[config.mk]
export PLATFORM = sky130hd
export DESIGN_NAME = dec_stage
export DESIGN_NICKNAME = d
export VERILOG_FILES = /design/src/rtl/dec_pkg.sv /design/src/rtl/dec_core.sv /design/src/rtl/dec_stage.sv
export SDC_FILE = /design/constraint.sdc
export NUM_CORES = 1
export LEC_CHECK = 0
export CORE_MARGIN = 10
export CORE_UTILIZATION = 56
export DETAILED_ROUTE_END_ITERATION = 10
export PLACE_DENSITY = 0.85
export SLEW_MARGIN = 40
export SYNTH_ARGS = -nofsm -noshare
export SYNTH_HDL_FRONTEND = slang
export SYNTH_SLANG_ARGS = --single-unit
export TNS_END_PERCENT = 30
[constraint.sdc]
create_clock -name clock -period 6 [get_ports clock]
set_input_delay 1.2 -clock clock [delete_from_list [all_inputs] [get_ports clock]]
set_output_delay 1.2 -clock clock [all_outputs]
set_load 0.05 [all_outputs]
[src/rtl/dec_pkg.sv]
// Shared decode definitions: opcode/funct3 constants, instruction classes and
// the decoded bundle carried from dec_core through the dec_stage registers.
package dec_pkg;

  localparam int XLEN_MAX    = 32;
  localparam int REG_IDX_MAX = 5;

  localparam logic [6:0] OPCODE_LOAD     = 7'b0000011;
  localparam logic [6:0] OPCODE_MISC_MEM = 7'b0001111;
  localparam logic [6:0] OPCODE_OP_IMM   = 7'b0010011;
  localparam logic [6:0] OPCODE_AUIPC    = 7'b0010111;
  localparam logic [6:0] OPCODE_STORE    = 7'b0100011;
  localparam logic [6:0] OPCODE_OP       = 7'b0110011;
  localparam logic [6:0] OPCODE_LUI      = 7'b0110111;
  localparam logic [6:0] OPCODE_BRANCH   = 7'b1100011;
  localparam logic [6:0] OPCODE_JALR     = 7'b1100111;
  localparam logic [6:0] OPCODE_JAL      = 7'b1101111;
  localparam logic [6:0] OPCODE_SYSTEM   = 7'b1110011;

  localparam logic [2:0] FUNCT3_ADD  = 3'b000;
  localparam logic [2:0] FUNCT3_SLL  = 3'b001;
  localparam logic [2:0] FUNCT3_SR   = 3'b101;
  localparam logic [2:0] FUNCT3_JALR = 3'b000;

  localparam logic [6:0] FUNCT7_BASE = 7'h00;
  localparam logic [6:0] FUNCT7_ALT  = 7'h20;

  localparam logic [11:0] SYS_IMM_ECALL  = 12'h000;
  localparam logic [11:0] SYS_IMM_EBREAK = 12'h001;

  typedef enum logic [3:0] {
    INVALID = 4'd0,
    IMM,
    REG,
    LUI,
    AUIPC,
    JAL,
    JALR,
    BRANCH,
    STORE,
    LOAD,
    EBREAK,
    ECALL,
    FENCE
  } inst_type_e;

  typedef struct packed {
    logic [XLEN_MAX-1:0]    pc;
    logic [REG_IDX_MAX-1:0] rd;
    logic [REG_IDX_MAX-1:0] rs1;
    logic [REG_IDX_MAX-1:0] rs2;
    logic [XLEN_MAX-1:0]    imm;
    logic [3:0]             alu_op;
    inst_type_e             inst_type;
    logic [1:0]             mem_size;
    logic                   mem_sign;
    logic [3:0]             wbmask;
    logic                   illegal;
  } dec_bundle_t;

  function automatic logic [3:0] store_mask(input logic [1:0] size);
    case (size)
      2'd0:    store_mask = 4'b0001;
      2'd1:    store_mask = 4'b0011;
      default: store_mask = 4'b1111;
    endcase
  endfunction

  // RV32E narrows the register file; indices past it make the encoding illegal.
  function automatic logic reg_ok(input logic [REG_IDX_MAX-1:0] idx, input int width);
    reg_ok = (width >= REG_IDX_MAX) || ((idx >> width) == '0);
  endfunction

endpackage

[src/rtl/dec_core.sv]
// Purely combinational RV32I/RV32E instruction decoder: raw instruction word
// in, decoded bundle out (pc left zero, filled in by the stage).
module dec_core
  import dec_pkg::*;
#(
  parameter int REG_IDX_W = 5
) (
  input  logic [31:0] inst,
  output dec_bundle_t bundle
);

  logic [6:0]  opcode;
  logic [2:0]  funct3;
  logic [6:0]  funct7;
  logic [4:0]  rd;
  logic [4:0]  rs1;
  logic [4:0]  rs2;
  logic [31:0] imm_i;
  logic [31:0] imm_s;
  logic [31:0] imm_b;
  logic [31:0] imm_u;
  logic [31:0] imm_j;

  inst_type_e  itype;
  logic        fmt_ok;
  logic        use_rd;
  logic        use_rs1;
  logic        use_rs2;
  logic [31:0] imm;
  logic [3:0]  alu_op;
  logic [1:0]  mem_size;
  logic        mem_sign;
  logic [3:0]  wbmask;
  logic        legal;

  assign opcode = inst[6:0];
  assign funct3 = inst[14:12];
  assign funct7 = inst[31:25];
  assign rd     = inst[11:7];
  assign rs1    = inst[19:15];
  assign rs2    = inst[24:20];

  assign imm_i = {{21{inst[31]}}, inst[30:20]};
  assign imm_s = {{21{inst[31]}}, inst[30:25], inst[11:7]};
  assign imm_b = {{20{inst[31]}}, inst[7], inst[30:25], inst[11:8], 1'b0};
  assign imm_u = {inst[31:12], 12'b0};
  assign imm_j = {{12{inst[31]}}, inst[19:12], inst[20], inst[30:21], 1'b0};

  always_comb begin
    itype    = INVALID;
    fmt_ok   = 1'b0;
    use_rd   = 1'b0;
    use_rs1  = 1'b0;
    use_rs2  = 1'b0;
    imm      = '0;
    alu_op   = '0;
    mem_size = '0;
    mem_sign = 1'b0;
    wbmask   = '0;
    case (opcode)
      OPCODE_OP_IMM: begin
        itype   = IMM;
        use_rd  = 1'b1;
        use_rs1 = 1'b1;
        imm     = imm_i;
        alu_op  = {(funct3 == FUNCT3_SR) & inst[30], funct3};
        if (funct3 == FUNCT3_SLL)
          fmt_ok = (funct7 == FUNCT7_BASE);
        else if (funct3 == FUNCT3_SR)
          fmt_ok = (funct7 == FUNCT7_BASE) || (funct7 == FUNCT7_ALT);
        else
          fmt_ok = 1'b1;
      end
      OPCODE_OP: begin
        itype   = REG;
        use_rd  = 1'b1;
        use_rs1 = 1'b1;
        use_rs2 = 1'b1;
        alu_op  = {inst[30], funct3};
        fmt_ok  = (funct7 == FUNCT7_BASE) ||
                  ((funct7 == FUNCT7_ALT) && ((funct3 == FUNCT3_ADD) || (funct3 == FUNCT3_SR)));
      end
      OPCODE_LUI: begin
        itype  = LUI;
        use_rd = 1'b1;
        imm    = imm_u;
        fmt_ok = 1'b1;
      end
      OPCODE_AUIPC: begin
        itype  = AUIPC;
        use_rd = 1'b1;
        imm    = imm_u;
        fmt_ok = 1'b1;
      end
      OPCODE_JAL: begin
        itype  = JAL;
        use_rd = 1'b1;
        imm    = imm_j;
        fmt_ok = 1'b1;
      end
      OPCODE_JALR: begin
        itype   = JALR;
        use_rd  = 1'b1;
        use_rs1 = 1'b1;
        imm     = imm_i;
        fmt_ok  = (funct3 == FUNCT3_JALR);
      end
      OPCODE_BRANCH: begin
        itype   = BRANCH;
        use_rs1 = 1'b1;
        use_rs2 = 1'b1;
        imm     = imm_b;
        alu_op  = {1'b0, funct3};
        fmt_ok  = (funct3 != 3'd2) && (funct3 != 3'd3);
      end
      OPCODE_STORE: begin
        itype    = STORE;
        use_rs1  = 1'b1;
        use_rs2  = 1'b1;
        imm      = imm_s;
        mem_size = funct3[1:0];
        wbmask   = store_mask(funct3[1:0]);
        fmt_ok   = (funct3 < 3'd3);
      end
      OPCODE_LOAD: begin
        itype    = LOAD;
        use_rd   = 1'b1;
        use_rs1  = 1'b1;
        imm      = imm_i;
        mem_size = funct3[1:0];
        mem_sign = !funct3[2];
        fmt_ok   = !(funct3 inside {3'd3, 3'd6, 3'd7});
      end
      OPCODE_MISC_MEM: begin
        itype  = FENCE;
        fmt_ok = 1'b1;
      end
      OPCODE_SYSTEM: begin
        if (inst[31:20] == SYS_IMM_ECALL) begin
          itype  = ECALL;
          fmt_ok = 1'b1;
        end else if (inst[31:20] == SYS_IMM_EBREAK) begin
          itype  = EBREAK;
          fmt_ok = 1'b1;
        end
      end
      default: ;
    endcase
  end

  assign legal = fmt_ok && (inst[1:0] == 2'b11) &&
                 (!use_rd  || reg_ok(rd,  REG_IDX_W)) &&
                 (!use_rs1 || reg_ok(rs1, REG_IDX_W)) &&
                 (!use_rs2 || reg_ok(rs2, REG_IDX_W));

  // Illegal bundles carry no payload so execute never sees stale fields.
  always_comb begin
    bundle = '0;
    if (legal) begin
      bundle.rd        = use_rd  ? rd  : '0;
      bundle.rs1       = use_rs1 ? rs1 : '0;
      bundle.rs2       = use_rs2 ? rs2 : '0;
      bundle.imm       = imm;
      bundle.alu_op    = alu_op;
      bundle.inst_type = itype;
      bundle.mem_size  = mem_size;
      bundle.mem_sign  = mem_sign;
      bundle.wbmask    = wbmask;
    end else begin
      bundle.inst_type = INVALID;
      bundle.illegal   = 1'b1;
    end
  end

endmodule

[src/rtl/dec_stage.sv]
// Registered decode stage: valid/ready on both sides, 1-entry skid, flush and a
// saturating illegal counter. DEC_STAGE_PERF_EN adds a stall-cycle counter port.
module dec_stage
  import dec_pkg::*;
#(
  parameter int XLEN      = 32,
  parameter int REG_IDX_W = 5,
  parameter int ILL_CNT_W = 8
) (
  input  logic                 clock,
  input  logic                 reset,
  input  logic                 flush,
  input  logic                 in_valid,
  output logic                 in_ready,
  input  logic [31:0]          in_inst,
  input  logic [XLEN-1:0]      in_pc,
  output logic                 out_valid,
  input  logic                 out_ready,
  output logic [XLEN-1:0]      out_pc,
  output logic [REG_IDX_W-1:0] out_rd,
  output logic [REG_IDX_W-1:0] out_rs1,
  output logic [REG_IDX_W-1:0] out_rs2,
  output logic [XLEN-1:0]      out_imm,
  output logic [3:0]           out_alu_op,
  output logic [3:0]           out_inst_type,
  output logic [1:0]           out_mem_size,
  output logic                 out_mem_sign,
  output logic [3:0]           out_wbmask,
  output logic                 out_illegal,
  output logic [ILL_CNT_W-1:0] ill_count
`ifdef DEC_STAGE_PERF_EN
  ,
  output logic [31:0]          perf_stall_cnt
`endif
);

  dec_bundle_t          core_b;
  dec_bundle_t          dec_b;
  dec_bundle_t          out_q;
  dec_bundle_t          skid_q;
  logic                 out_valid_q;
  logic                 skid_valid_q;
  logic [ILL_CNT_W-1:0] ill_cnt_q;
  logic                 in_fire;
  logic                 out_fire;
  logic                 load_out;

  dec_core #(
    .REG_IDX_W(REG_IDX_W)
  ) u_core (
    .inst  (in_inst),
    .bundle(core_b)
  );

  always_comb begin
    dec_b    = core_b;
    dec_b.pc = in_pc;
  end

  assign in_ready = !skid_valid_q;
  assign in_fire  = in_valid && in_ready;
  assign out_fire = out_valid_q && out_ready;
  assign load_out = !out_valid_q || out_ready;

  // Skid has priority into the output register to preserve order.
  always_ff @(posedge clock) begin
    if (reset) begin
      out_valid_q  <= 1'b0;
      skid_valid_q <= 1'b0;
      out_q        <= '0;
      skid_q       <= '0;
    end else if (flush) begin
      out_valid_q  <= 1'b0;
      skid_valid_q <= 1'b0;
    end else if (load_out) begin
      if (skid_valid_q) begin
        out_q        <= skid_q;
        out_valid_q  <= 1'b1;
        skid_valid_q <= in_fire;
        if (in_fire) skid_q <= dec_b;
      end else begin
        out_valid_q <= in_fire;
        if (in_fire) out_q <= dec_b;
      end
    end else if (in_fire) begin
      skid_q       <= dec_b;
      skid_valid_q <= 1'b1;
    end
  end

  always_ff @(posedge clock) begin
    if (reset)
      ill_cnt_q <= '0;
    else if (out_fire && out_q.illegal && !(&ill_cnt_q))
      ill_cnt_q <= ill_cnt_q + 1'b1;
  end

`ifdef DEC_STAGE_PERF_EN
  logic [31:0] stall_cnt_q;

  always_ff @(posedge clock) begin
    if (reset)
      stall_cnt_q <= '0;
    else if (out_valid_q && !out_ready)
      stall_cnt_q <= stall_cnt_q + 32'd1;
  end

  assign perf_stall_cnt = stall_cnt_q;
`endif

  assign out_valid     = out_valid_q;
  assign out_pc        = out_q.pc;
  assign out_rd        = out_q.rd[REG_IDX_W-1:0];
  assign out_rs1       = out_q.rs1[REG_IDX_W-1:0];
  assign out_rs2       = out_q.rs2[REG_IDX_W-1:0];
  assign out_imm       = out_q.imm;
  assign out_alu_op    = out_q.alu_op;
  assign out_inst_type = out_q.inst_type;
  assign out_mem_size  = out_q.mem_size;
  assign out_mem_sign  = out_q.mem_sign;
  assign out_wbmask    = out_q.wbmask;
  assign out_illegal   = out_q.illegal;
  assign ill_count     = ill_cnt_q;

endmodule

[Yosys cells after proc, flatten, opt, wreduce, memory -nomap -nowiden]
Index checks and enable logic that the tools add are counted.
Word-level totals
  word-level logic and storage cells: 119
  output and inout port bits: 105
  register bits: 200
  input port bits: 69
Operators by class
  reduce and logical (&&, ||, !) cells: 34
  equal/unequal tests: 23
  bitwise gates (word level): 2
  $lt $le $gt $ge: 1
  muxes and demuxes: 33
  $add $sub $neg: 1
Operators by type and width (number)
  95-bit 2-to-1 mux: 5
  32-bit case mux with 5 select lines: 1
  51-bit 2-to-1 mux: 1
  4-bit case mux with 11 select lines: 1
  7-bit by 6-bit equality test with 1-bit output (second input constant): 4
  7-bit equality test (second input constant): 4
  4-bit 2-to-1 mux: 4
  5-bit 2-to-1 mux: 3
  7-bit by 5-bit equality test with 1-bit output (second input constant): 2
  1-bit 2-to-1 mux: 13
  12-bit by 1-bit equality test with 1-bit output (second input constant): 1
  12-bit zero test: 1
  4-bit case mux with 3 select lines: 1
  3-bit equality test (second input constant): 3
  8-bit by 1-bit adder with 8-bit output (second input constant): 1
  1-bit case mux with 8 select lines: 1
  4-bit case mux with 2 select lines: 1
  8-bit AND reduction: 1
  7-bit by 2-bit equality test with 1-bit output (second input constant): 1
  7-bit by 4-bit equality test with 1-bit output (second input constant): 1
  1-bit logical AND: 7
  7-bit zero test: 1
  7-bit 2-to-1 mux: 1
  7-bit OR reduction: 1
  other kinds (22): 34

[Depth between registers and ports, before layout]
Gate-level depths: netlist of the first run.
  word-level depth: 10
  gate-level depth with buffers: 8
  gate-level depth less buffers: 6

[Cells and area by module]
From an unflattened synthesis of the first run, not the netlist that was laid out.
Unflattened totals
  cell total of the unflattened synthesis: 1135
  area total of the unflattened synthesis: 9355.2 um^2
Modules (own cells, without submodules)
  dec_stage: sequential area each 4003.8 um^2, cells an instance 892, instances 1, area an instance 8018.9 um^2
  dec_core: sequential area each 0.0 um^2, cells an instance 243, instances 1, area an instance 1336.3 um^2

[Least setup slack after synthesis of the first run]
No wires, ideal clock.
  path kind: input port to flip-flop
  from: input in_inst[12]
  to: register out_q, in the netlist out_alu_op[0]
  data required time: 5.873 ns
  setup time: 0.127 ns
  arrival time: 2.689 ns
  path buffers: 3
  slack: 3.184 ns
  stages: 8
  cell sequence: buf_2 -> o21ai_0 -> nor4b_1 -> a311o_1 -> buf_6 -> o31ai_4 -> buf_4 -> o22ai_1
Between the ends
  cells in the longest elaborated chain, start to end: 9
  elaborated cells on any way between the ends: 23
  those cells by class: order compare: 1; eq/ne: 7; mux: 7; reduce/logical: 8
Ends and longest elaborated chain
  start: declaration: line dec_stage.sv:15  | input logic [31:0] in_inst,
  3-bit equality test or 3-bit zero test (tied branches): line dec_core.sv:69, dec_core.sv:81, dec_core.sv:106
  1-bit logical OR: line dec_core.sv:81  | ((funct7 == FUNCT7_ALT) && ((funct3 == FUNCT3_ADD) || (funct3 == FUNCT3_SR)));
  1-bit logical AND: line dec_core.sv:81
  1-bit logical OR: line dec_core.sv:80  | fmt_ok = (funct7 == FUNCT7_BASE) ||
  1-bit case mux with 8 select lines: line dec_core.sv:60  | case (opcode)
  1-bit logical AND: line dec_core.sv:151  | assign legal = fmt_ok && (inst[1:0] == 2'b11) &&
  51-bit 2-to-1 mux (*): line dec_core.sv:159  | if (legal) begin
  95-bit 2-to-1 mux (*): line dec_stage.sv:83  | if (in_fire) out_q <= dec_b;
  95-bit 2-to-1 mux (*): line dec_stage.sv:76  | if (skid_valid_q) begin
  end signal: assignment: line dec_stage.sv:77  | out_q <= skid_q;
  end: declaration: line dec_stage.sv:39  | dec_bundle_t out_q;
Mark *: on every way between the ends. The rest lies on a longest branch, timed or not. The select of a mux whose other input is x is not followed.
A chain may end at the register's enable or synchronous reset.

[Worst setup path in the final report of the first run]
  from: input in_inst[2]
  to: register skid_q[44] (netlist name)
Between the ends
  cells in the longest elaborated chain, start to end: 8
  elaborated cells on any way between the ends: 21
  those cells by class: eq/ne: 11; mux: 6; reduce/logical: 4
Ends and longest elaborated chain
  7-bit by 4-bit equality test with 1-bit output (tied with other cells): line dec_core.sv:60
  4-bit OR reduction (no source line)
  1-bit case mux with 8 select lines: line dec_core.sv:60
  1-bit logical AND: line dec_core.sv:151
  51-bit 2-to-1 mux (*): line dec_core.sv:159
  95-bit 2-to-1 mux (*): line dec_stage.sv:80, dec_stage.sv:85
  95-bit 2-to-1 mux: line dec_stage.sv:76
  95-bit 2-to-1 mux (*): line dec_stage.sv:75  | end else if (load_out) begin
  end signal: assignment: line dec_stage.sv:71  | skid_q <= '0;
  end signal: assignment: line dec_stage.sv:80  | if (in_fire) skid_q <= dec_b;
  end signal: assignment: line dec_stage.sv:86  | skid_q <= dec_b;
  end: declaration: line dec_stage.sv:40  | dec_bundle_t skid_q;
Marked as above.

==> summary.txt, run 1 <==
Worst hold path
  • Worst Min Path Start: skid_q[11]$_SDFFE_PP0P_
  • Hold Path Sink: skid_q[11]$_SDFFE_PP0P_
  • Hold crit path type: flip-flop to flip-flop
  • Hold Path Depth: 2

Timing
  • Final Hold Slack: approximately 440 ps
  • Slew headroom: 39.2%
  • RSZ-0062 raised after global routing: false
  • Maximum clock frequency: 266 MHz
  • Clk_skew: roughly 4.9 ps
  • Setup-failing EPs final: 0
  • Final period util: 62.7%
  • Post-route minimum period: 3760 ps
  • Slew @ Worst Pin: between 900 and 1000 ps
  • Final worst slack: 2240 ps
  • Final slew viol count: 0
  • Setup TNS: 0 ps
  • Hold Fails Final Rpt: 0

Route
  • Routed len/inst: 18.6 um
  • Drt first pass iters: 5
  • Via-per-instance ratio: 6.01
  • Drt total wl: roughly 26 mm
  • Highest Signal Layer: met4
  • Initial DRC Count: 792
  • Met2 WL: about 12 mm
  • Post-route ant nets: 0
  • Met3 wire length: 2.28 mm
  • Vias: 8389
  • DRC violations left: 0
  • Wl on met1: between 10 and 15 mm

Layout
  • Commonest non-fill, non-tap cell in the layout: dfxtp_1
  • N_diodes: 0
  • Share of cells above drive strength 1: 6.91%
  • Layout Nets: 1243
  • Most frequent cells in the layout: dfxtp_1, nand2_1, clkdlybuf4s50_1
  • Area delta synth->final: 26.2%

Synth
  • Number of library cell types mapped by synthesis: 70
  • FFs w/ async S/R, synth: 0%
  • Primary FF master, synth: dfxtp_1
  • Sequential-to-total area share from yosys stat: between 40 and 50%
  • Post-Syn Area per Cell: a little over 8 um2
  • Yosys reg bits: 198
  • Mapped cell area: about 0.009 mm2
  • Cell count after synthesis: 1062
  • Yosys warning count: 0
  • EDFF count, synth: 0
  • Post-synth net total: approximately 1100

Global routing
  • Vias in the first global route: 7938
  • Largest net degree at the start of global routing: 99
  • Total track usage: a little under a quarter
  • First-pass GRT wire length: slightly above 40 mm
  • Initial antenna violation count: 0
  • GRT overflow: 0

Pwr
  • Switching share of power: between 20 and 30%
  • Clock power share: just under 40%
  • Sequential Power Share: 46.7%
  • P_int: between 2 and 2.5 mW
  • Psw: ~0.8 mW
  • Pwr Density: roughly 260 mW/mm2
  • Final Total Pwr: roughly 3 mW
  • Leakage power: around 3.6 nW
  • Worst VDD drop: a little over 0.2 mV
  • Combinational Power Share: roughly 14%

Worst setup path
  • CP arrival: 4060 ps
  • Crit Reg-Reg Startpoint: skid_valid_q$_SDFFE_PP0P_
  • FF-to-FF setup slack: 2480 ps
  • Setup CP Type: primary input to flip-flop
  • CP endpoint kind: flip-flop
  • Path depth of the worst reg2reg path: 5
  • Critical Path RT: ~6300 ps
  • CP max FO: 60
  • Critical Path Start Type: primary input
  • Worst R2R End: out_imm[0]$_SDFFE_PP0P_

Die
  • Row count: between 40 and 50
  • Die H: about 150 um
  • Core Area: 0.0153 mm2
  • Die Area: 0.0211 mm2
  • Ports: roughly 170
  • Initial core utilization: a little under three fifths
  • Die width: 145 um

Clocking
  • CTS resizes: 0
  • H-tree depth: 4
  • Clock Tree Root: clkbuf_16
  • Sinks on Clock Net: approximately 200
  • CTS Buf Count: 17
  • Cts hold-fix bufs: 0
  • Worst-Skew Late Latency: roughly 430 ps
  • Worst-path clk slew: roughly 70 ps
  • TritonCTS clock tree: built
  • Post-CTS Setup Inserts: 0
  • Maximum root-to-sink buffer count: 2

Place
  • Final HPWL DP: ~17 mm
  • Place WS: ~1900 ps
  • GPL Wtd Cong: about 0.85
  • Port bufs: about 170

Flow run
  • Max cap viols: 0

Status
  • Outcome: finished, final reports clean
-- synth_stat cells (4+ instances only) --
| library cell | instances | area (um2) |
|---|---|---|
| buf_4 | 4 | 30.0 |
| a31o_2 | 11 | 96.3 |
| a211oi_1 | 33 | 248 |
| nand2_1 | 177 | 664 |
| or2_1 | 6 | 37.5 |
| xnor2_1 | 7 | 61.3 |
| a21o_1 | 5 | 37.5 |
| nand4_1 | 6 | 37.5 |
| o21ai_1 | 65 | 325 |
| o22ai_1 | 11 | 68.8 |
| buf_1 | 8 | 30.0 |
| o2111ai_1 | 15 | 131 |
| o31ai_1 | 7 | 52.6 |
| inv_1 | 7 | 26.3 |
| nand3_1 | 12 | 60.1 |
| or2_2 | 6 | 37.5 |
| clkbuf_1 | 60 | 225 |
| mux2i_1 | 33 | 330 |
| or3_1 | 12 | 75.1 |
| o211ai_1 | 6 | 45.0 |
| nor3_1 | 7 | 35.0 |
| dfxtp_1 | 198 | 3960 |
| nor2_1 | 63 | 236 |
| nor2b_1 | 7 | 43.8 |
| a22oi_1 | 4 | 30.0 |
| o32ai_1 | 17 | 149 |
| buf_2 | 17 | 85.1 |
| nand2b_1 | 5 | 31.3 |
| and3_1 | 18 | 113 |
| buf_6 | 4 | 45.0 |
| a21oi_1 | 137 | 686 |
| o21ai_0 | 44 | 220 |
-- per-layer routing --
| metal | vias to the layer above | GRT usage [%] |
|---|---|---|
| met5 | - | 0 |
| li1 | 4033 | - |
| met3 | 45 | 7.20 |
| met4 | 0 | 8.29 |
| met2 | 358 | 37.4 |
| met1 | 3953 | 28.8 |
-- worst max-delay path: stages --
cell and delay (ps):
clkdlybuf4s50_1 870, nand4bb_2 350, nor3_2 90, a311o_1 490, o31ai_4 270, buf_4 580
o21ai_1 170
-- flip-flops by register name (all words and copies together) (netlist names) --
signal         cells
out_valid          1
out_rs2            5
out_imm           32
skid_valid_q       1
out_pc            32
out_illegal        1
out_wbmask         3
ill_count          8
out_mem_size       2
out_mem_sign       1
out_rs1            5
out_rd             5
out_inst_type      4
out_alu_op         4
skid_q            94
-- area by class of cell --
class / instances / area, um2
clock buffer: 21 / 462
clock inverter: 11 / 125
fill: 1175 / 4180
inverter: 8 / 30.0
multi-input combinational: 763 / 4390
sequential: 198 / 3970
tap: 211 / 264
timing repair buffer: 185 / 1840
-- cells by family (layout without fill, tap and decap cells) --
logic type | after synthesis | count (layout) | synth area share, %
xor gates and xnor gates | 8 | 8 | 0.799
muxes | 33 | 33 | 3.76
and+or+nand+nor | 343 | 343 | 18.2
DFF | 198 | 198 | 45.2
adders and majority gates | 1 | 1 | 0.143
buffers and inverters | 101 | 225 | 5.08
AOI/OAI and AO/OA | 378 | 378 | 26.8
-- worst max-delay path by stage --
stage	from	to	cells past startpoint
after floorplan	in_inst[12]	out_alu_op[0]$_SDFFE_PP0P_	8
after global placement	in_inst[6]	skid_q[2]$_SDFFE_PP0P_	7
after detailed placement	in_inst[5]	skid_q[44]$_SDFFE_PP0P_	7
after CTS	in_inst[5]	out_rs2[1]$_SDFFE_PP0P_	7
after global routing	in_inst[5]	out_rs2[1]$_SDFFE_PP0P_	7
final	in_inst[2]	skid_q[44]$_SDFFE_PP0P_	7
-- per-stage QoR --
stage	std cells	instance area, um2	utilization [%]
after global placement	1365	10500	68.7
after floorplan	1062	8770	-
after CTS	1397	11100	72.6
final	1397	11100	72.6
after global routing	1397	11100	72.6
after detailed placement	1365	10500	68.7
-- power groups by stage --
stage / Sequential [mW] / Combinational, mW / Clock [mW]
CTS: 1.37 / 0.421 / 1.14
detailed placement: 1.40 / 0.418 / 0
global placement: 1.40 / 0.415 / 0
global route: 1.37 / 0.448 / 1.20
finish: 1.37 / 0.421 / 1.14
floorplan: 1.51 / 0.146 / 0
No activity file was read; power rests on OpenSTA's default activity.
==> run 2, diff against run 1 <==
Settings changed: CORE_UTILIZATION 56 to 52, PLACE_DENSITY 0.85 to 0.79.
Clock period 6 ns to 3.47 ns, I/O delays scaled along.
==> run 2 against run 1 <==
Combinational power rose by 80%. Clock skew up 3.0 ps. Non-clock buffer count increased by 32. Setup slack got worse by 1600 ps. Clock power is 71% higher. Final area is 2.8% higher. Utilization fell by 4.0 points. Critical endpoint is now out_rs2[3]$_SDFFE_PP0P_. Largest cell class unchanged. Highest routed layer unchanged.
==> summary.txt, run 2 (synthesis gave the netlist of run 1 again) <==
Timing
  • Final worst slack: around 670 ps
  • Post-route minimum period: ~2800 ps
  • Slew @ Worst Pin: about 840 ps
  • Setup TNS: 0 ps
  • Setup-failing EPs final: 0
  • Final slew viol count: 0
  • Final period util: approximately 81%
  • Clk_skew: 7.88 ps
  • Hold Fails Final Rpt: 0
  • Maximum clock frequency: 357 MHz
  • RSZ-0062 raised after global routing: false
  • Slew headroom: 43.7%

Route
  • Drt total wl: between 20 and 30 mm
  • DRC violations left: 0
  • Met3 wire length: 2.58 mm
  • Wl on met1: approximately 11 mm
  • Met2 WL: between 10 and 15 mm
  • Vias: 8410
  • Highest Signal Layer: met4
  • Initial DRC Count: 764
  • Post-route ant nets: 0
  • Drt first pass iters: 7
  • Routed len/inst: ~18 um
  • Via-per-instance ratio: 5.85

Layout
  • Number of flip-flops in the largest register: 94
  • Layout Nets: 1275
  • Area of the multi-input gates: around 0.0044 mm2
  • N_diodes: 0
  • Most flops, register: skid_q
  • Commonest non-fill, non-tap cell in the layout: dfxtp_1
  • Share of cells above drive strength 1: under 10%
  • Area delta synth->final: 29.7%
  • Fillers: about 1400
  • Sequential cell area: approximately 0.0040 mm2
  • Most frequent cells in the layout: dfxtp_1, nand2_1, clkdlybuf4s50_1

Worst hold path
  • Hold crit path type: flip-flop to flip-flop
  • Worst Min Path Start: skid_q[47]$_SDFFE_PP0P_

Worst setup path
  • CP arrival: 3150 ps
  • CP endpoint kind: flip-flop
  • CP startpoint: in_inst[3]
  • CP max FO: 37
  • Critical Path RT: around 3800 ps
  • Setup CP Type: primary input to flip-flop
  • FF-to-FF setup slack: between 1000 and 1500 ps
  • Critical Path Start Type: primary input
  • Crit Reg-Reg Startpoint: skid_valid_q$_SDFFE_PP0P_

Clocking
  • Worst-Skew Late Latency: between 400 and 500 ps
  • H-tree depth: 4
  • Sinks on Clock Net: 198
  • CTS resizes: 0
  • TritonCTS clock tree: built
  • Worst-path clk slew: ~70 ps
  • Post-CTS Setup Inserts: 0
  • Maximum root-to-sink buffer count: 2
  • CTS Buf Count: 17
  • Cts hold-fix bufs: 0
  • Clock Tree Root: clkbuf_16

Global routing
  • Initial antenna violation count: 0
  • Largest net degree at the start of global routing: 73
  • GRT overflow: 0
  • First-pass GRT wire length: 42.6 mm
  • Vias in the first global route: roughly 8100
  • Total track usage: roughly 23%

Die
  • Die H: 150 um
  • Row count: 47
  • Die width: between 100 and 150 um
  • Core Area: roughly 0.017 mm2
  • Ports: between 150 and 200
  • Initial core utilization: a little over half
  • Die Area: ~0.022 mm2

Pwr
  • Pwr Density: between 400 and 500 mW/mm2
  • Worst VDD drop: around 0.38 mV
  • Combinational Power Share: about 15%
  • P_int: approximately 3.7 mW
  • Switching share of power: about 28%
  • Psw: approximately 1.4 mW
  • Sequential Power Share: a little under half
  • Leakage power: about 3.8 nW
  • Clock power share: a little under two fifths

Place
  • Place WS: roughly 240 ps
  • GPL Wtd Cong: about 0.92
  • Final HPWL DP: roughly 18 mm
  • Port bufs: ~170

Flow run
  • Max cap viols: 0

Status
  • Outcome: finished, final reports clean
-- run 2: layout make-up --
type                       instances  area share, %
clock buffer                      21           4.04
clock inverter                    11           1.00
inverter                           8          0.264
multi-input combinational        763           38.6
sequential                       198           34.9
tap                              220           2.42
timing repair buffer             217           18.9
-- run 2: worst max-delay path, stage by stage --
cell	delay, ps
clkdlybuf4s50_1	680
or4b_1	460
a31oi_1	220
a311o_1	340
buf_4	220
o31ai_4	80
buf_12	190
o31ai_1	250
-- run 2: power by group through the flow --
stage	Sequential, mW	Clock, mW	Combinational, mW
6_report	2.37	1.95	0.758
4_1_cts	2.37	1.97	0.760
3_5_place_dp	2.42	0	0.756
3_3_place_gp	2.42	0	0.753
5_1_grt	2.37	2.06	0.810
2_1_floorplan	2.61	0	0.252
-- run 2: path summary, 6_finish.rpt --
check | endpoint | cells after the start
worst min register to register | skid_q[47]$_SDFFE_PP0P_ | 2
worst max register to register | out_imm[13]$_SDFFE_PP0P_ | 6
worst max-delay path | out_rs2[3]$_SDFFE_PP0P_ | 8
worst min-delay path | skid_q[47]$_SDFFE_PP0P_ | 2
-- run 2: metrics by stage --
stage                     cells  total power [mW]  area [um2]  utilization (%)  hold WS, ps
after global routing       1438              5.25       11400             68.6          464
after CTS                  1438              5.10       11400             68.6          446
after floorplan            1062              2.86        8770                -          410
after detailed placement   1406              3.18       10800             65.2          431
after global placement     1406              3.17       10800             65.2          419
final                      1438              5.07       11400             68.6          442
-- run 2: metal layers --
layer | track usage (%) | vias to the layer above
met5 | 0 | -
met4 | 6.46 | 0
met3 | 8.39 | 28
met2 | 36.8 | 323
met1 | 28.7 | 3972
li1 | - | 4087
